===== config.mk =====
export PLATFORM = sky130hd
export DESIGN_NAME = pipe_hazard_ctrl
export DESIGN_NICKNAME = d
export VERILOG_FILES = /design/src/rtl/pipe_hazard_ctrl.sv
export SDC_FILE = /design/constraint.sdc
export NUM_CORES = 1
export LEC_CHECK = 0
export CAP_MARGIN = 20
export CORE_ASPECT_RATIO = 1.1
export CORE_MARGIN = 4
export CORE_UTILIZATION = 43
export DETAILED_ROUTE_END_ITERATION = 7
export PLACE_DENSITY = 0.8
export SLEW_MARGIN = 30
export SYNTH_ARGS = -nofsm -noshare
export SYNTH_HDL_FRONTEND = slang
export SYNTH_SLANG_ARGS = --single-unit

===== constraint.sdc =====
create_clock -name clk -period 2.8 [get_ports clk]
set_input_delay 0.28 -clock clk [delete_from_list [all_inputs] [get_ports clk]]
set_output_delay 0.28 -clock clk [all_outputs]
set_load 0.005 [all_outputs]

===== src/rtl/pipe_hazard_ctrl.sv =====
// Pipeline hazard control for the 5-stage RV32 core.
// Produces stall/flush controls for load-use, EX redirects and the multi-cycle divider handshake.
module pipe_hazard_ctrl #(
    parameter int MD_MAX_WAIT = 64,
    parameter int CNT_W       = 16
) (
    input  logic             clk,
    input  logic             rst,
    input  logic [4:0]       id_rs1_addr,
    input  logic [4:0]       id_rs2_addr,
    input  logic             id_rs1_used,
    input  logic             id_rs2_used,
    input  logic [6:0]       ex_opcode,
    input  logic             ex_rd_we,
    input  logic [4:0]       ex_rd_addr,
    input  logic             ex_is_div,
    input  logic             ex_redirect,
    input  logic             md_done,
    output logic             pc_stall,
    output logic             ifid_stall,
    output logic             ifid_flush,
    output logic             idex_stall,
    output logic             idex_flush,
    output logic             exmem_flush,
    output logic             md_start,
    output logic             md_busy,
    output logic             md_err,
    output logic [CNT_W-1:0] stall_cnt
);

    localparam int WAIT_W = $clog2(MD_MAX_WAIT);

    localparam logic [0:0] ST_RUN     = 1'b0;
    localparam logic [0:0] ST_MD_WAIT = 1'b1;

    localparam logic [6:0] OP_LOAD = 7'b0000011;

    logic [0:0]        state;
    logic [0:0]        state_nxt;
    logic [WAIT_W-1:0] wait_cnt;
    logic [WAIT_W-1:0] wait_cnt_nxt;
    logic              set_err;
    logic              load_use;
    logic              wd_expire;

    assign load_use = (ex_opcode == OP_LOAD) && ex_rd_we && (ex_rd_addr != 5'd0) &&
                      ((id_rs1_used && (id_rs1_addr == ex_rd_addr)) ||
                       (id_rs2_used && (id_rs2_addr == ex_rd_addr)));

    // The watchdog release happens in the cycle the counter sits at its last value.
    assign wd_expire = !md_done && (wait_cnt == WAIT_W'(MD_MAX_WAIT - 1));

    assign md_busy = (state == ST_MD_WAIT);

    always_comb begin
        // NOTE: every output gets a default first so no path can infer a latch.
        pc_stall     = 1'b0;
        ifid_stall   = 1'b0;
        ifid_flush   = 1'b0;
        idex_stall   = 1'b0;
        idex_flush   = 1'b0;
        exmem_flush  = 1'b0;
        md_start     = 1'b0;
        state_nxt    = state;
        wait_cnt_nxt = wait_cnt;
        set_err      = 1'b0;

        if (rst) begin
            ifid_flush  = 1'b1;
            idex_flush  = 1'b1;
            exmem_flush = 1'b1;
        end else begin
            case (state)
                ST_RUN: begin
                    if (ex_redirect) begin
                        ifid_flush = 1'b1;
                        idex_flush = 1'b1;
                    end else if (ex_is_div) begin
                        md_start     = 1'b1;
                        pc_stall     = 1'b1;
                        ifid_stall   = 1'b1;
                        idex_stall   = 1'b1;
                        exmem_flush  = 1'b1;
                        state_nxt    = ST_MD_WAIT;
                        wait_cnt_nxt = '0;
                    end else if (load_use) begin
                        pc_stall   = 1'b1;
                        ifid_stall = 1'b1;
                        idex_flush = 1'b1;
                    end
                end
                ST_MD_WAIT: begin
                    // Release (done or watchdog) lets the divide result move on to MEM.
                    if (md_done || wd_expire) begin
                        state_nxt = ST_RUN;
                        set_err   = wd_expire;
                    end else begin
                        pc_stall     = 1'b1;
                        ifid_stall   = 1'b1;
                        idex_stall   = 1'b1;
                        exmem_flush  = 1'b1;
                        wait_cnt_nxt = wait_cnt + WAIT_W'(1);
                    end
                end
                default: state_nxt = ST_RUN;
            endcase
        end
    end

    always_ff @(posedge clk) begin
        // NOTE: registered state uses non-blocking assignments so all flops update together.
        if (rst) begin
            state     <= ST_RUN;
            wait_cnt  <= '0;
            md_err    <= 1'b0;
            stall_cnt <= '0;
        end else begin
            state    <= state_nxt;
            wait_cnt <= wait_cnt_nxt;
            if (set_err) begin
                md_err <= 1'b1;
            end
            if (pc_stall && (stall_cnt != {CNT_W{1'b1}})) begin
                stall_cnt <= stall_cnt + CNT_W'(1);
            end
        end
    end

endmodule

==> impl_metrics.toml <==
[worst_setup_path]
slowest_stage = "or4_1"
cpPeakStageDelay_ns = 0.59
path_delay_family = "buffers and inverters"
cp.required_ns = 2.52
path_buf_inv = 2
cp-end-kind = "output port"
reg2reg_from = "stall_cnt[0]"
path_class = "in2out"
startpoint = "ex_rd_addr[1]"
cp_max_fo = 3
crit_top_cell = "clkdlybuf4s50_1"
worstSetupStartpointType = "input pin"
cp.arrival_ns = 2.30
worstPathCellList = "clkdlybuf4s50_1, or4_1, o211ai_2, nand2b_1, o21ai_0, clkdlybuf4s50_1"

[route]
vias = 1420
dr.pass1.iters = 4
vias_per_cell = 5.657
drc = 0
routedWlPerCell_um = 14.14
drt_first_iter_violations = 49
ant_nets = 0
wirelength_um = 3550

[timing]
worst_pin_slew_ns = 0.3006
finalClockSkew_ns = 0.008058
finalCriticalPeriod_ns = 2.577
period_share_pct = 92.03
worst_slack_ns = 0.2233
setup_viol = 0
max_freq_ghz = 0.3881
rsz0062_at_grt = "no"
hold_violations = 0
fin_hold_ws_ns = 0.4557
maxSlewViolCount = 0
maxSlewHeadroom_pct = 79.71
setup_tns_ns = 0

[synthesis]
syn-cell-area_sq_um = 1390
synth_seq_area_share_pct = 34.56
synth_edf_count = 0
yosys_warnings = 0
synth_fp_nets = 199
synth-compound-area-share_pct = 18.63
synth_mux_area_share_pct = 0.7201
async_reset_ff_share_pct = 0
synth-xor-area-share_pct = 9.451
synth_area_leader_cell = "dfxtp_1"
netlist_instances = 167
syn_area_per_cell_sq_um = 8.324
synth_top_family_by_area = "simple AND/OR/NAND/NOR gates"
ys.flop_type = "dfxtp_1"
synth-simple-area-share_pct = 28.26
synth.top_cell.area_share_pct = 34.56
ys_types = 40
synthTopCellsByArea = "dfxtp_1, xnor2_1, a21oi_1, or3_1, nand3_1"
ys_ff_latch = 24
synthAdderAreaFrac_pct = 1.800

[pwr]
power_leakage_uw = 0.0006600
ir_worst_vdd_mv = 0.2105
p_per_area_nw_per_um2 = 316.2

[grt]
grt_pass1_wl_um = 5809
grt_usage_pct = 16.86
grt_pass1_vias = 1419
grt_start_max_net_pins = 31
grt-ovfl-total = 0
antenna_found_initial = 0

[floorplanning]
die_w_um = 62.21
rows = 21
start_util_pct = 45.22
chipHeight_um = 67.63
core_area_sq_um = 3074
io_pins = 55
die_area_sq_um = 4207

[final_layout]
drive_above_1_share_pct = 5.530
syn_to_final_growth_pct = 39.87
layout_commonest_cell = "clkdlybuf4s50_1"
nNetsFinal = 251
nFillCells = 268
layout_common_cells = "clkdlybuf4s50_1, dfxtp_1, a21oi_1"
regArea_sq_um = 480.5
multiInputGateArea_sq_um = 824.5
final_cell_count_no_fill = 251
n_antenna_cell = 0

[min_path]
min_path_type = "reg2reg"
hp-start = "md_err"

[clock_network]
cts_tree = "yes"
root_buffer = "clkbuf_4"
clk_pin_slew_ns = 0.12
numCtsBuffers = 3
clk_latency_ns = 0.31
clockBufferDepth = 2
cts_resized = 0
post-cts-setup-buffer-count = 0
htree_levels = 1
clock-sinks = 24
postCtsHoldBufs = 0

[place]
port-buffer-count = 54
dp_hpwl_um = 2803
dp.cells = 248
finalWeightedCongestion = 0.8368
post-place-ws_ns = 0.2091

[status]
outcome = "completed"

[job]
drv_cap = 0
==> layer usage <==
metal	share of wire [%]	up-vias	wire, um	GRT usage (%)
li1	-	710	-	-
met1	39	649	1389	16.67
met2	49	57	1753	32.38
met3	10	4	361	5.990
met4	1.3	0	46	6.233
met5	0	-	0	0
==> through the flow <==
step | power, uW | area, sq um | utilization (%)
global placement | 467.2 | 1916 | 62.31
CTS | 618.6 | 1938 | 63.04
floorplan | 405.0 | 1390 | -
finish | 614.8 | 1944 | 63.25
global route | 643.0 | 1944 | 63.25
detailed placement | 469.8 | 1916 | 62.31
==> where the power goes <==
part	leakage (uW)	switching, uW	internal, uW
logic	0.000453	45.8	69.9
clock network	0.0000138	101	50.3
registers	0.000194	3.69	344
==> cells by family (layout without fill, tap and decap cells) <==
kind of cell	count (synthesis)	after routing
DFF	24	24
xor gates and xnor gates	15	15
buffers and inverters	14	64
and+or+nand+nor	69	69
AOI/OAI and AO/OA	42	42
muxes	1	1
adders and majority gates	2	2
==> worst min-delay path: stages (launching register included) <==
cell	delay, ns
dfxtp_1	0.33
inv_1	0.05
a21oi_1	0.05
==> cell usage after synthesis, types with 2 or more instances <==
cell     count
nand4_1      3
o21ai_1     11
o21ai_0      4
nor2_1      11
nor3_1       2
buf_1        2
buf_6        2
ha_1         2
and3_1       5
nand3_1     12
dfxtp_1     24
nand2_1     11
xor2_1       3
and4_1       4
or3_1       11
or4_1        3
and2_1       2
buf_2        3
inv_1        5
o31ai_1      3
a21oi_1     14
xnor2_1     12
==> final timing paths <==
check,slack [ns],endpoint,cells after the start
setup reg to reg,0.54,stall_cnt[12],8
hold reg to reg,0.46,md_err,2
setup / recovery,0.22,ifid_stall,6
hold / removal,0.46,md_err,2
==> sequential cells by signal (all words and copies together) (netlist names) <==
signal and count:
md_err 1, stall_cnt 16, wait_cnt 6, md_busy 1
==> final cells by class <==
cell class                      count  share of cell area (%)
Timing Repair Buffer               56                   28.57
Sequential cell                    24                   24.71
Tap cell                           34                   2.188
Inverter                            5                  0.9653
Clock buffer                        3                   1.158
Multi-Input combinational cell    129                   42.41
Note: power is estimated with default switching activity, not from simulation.
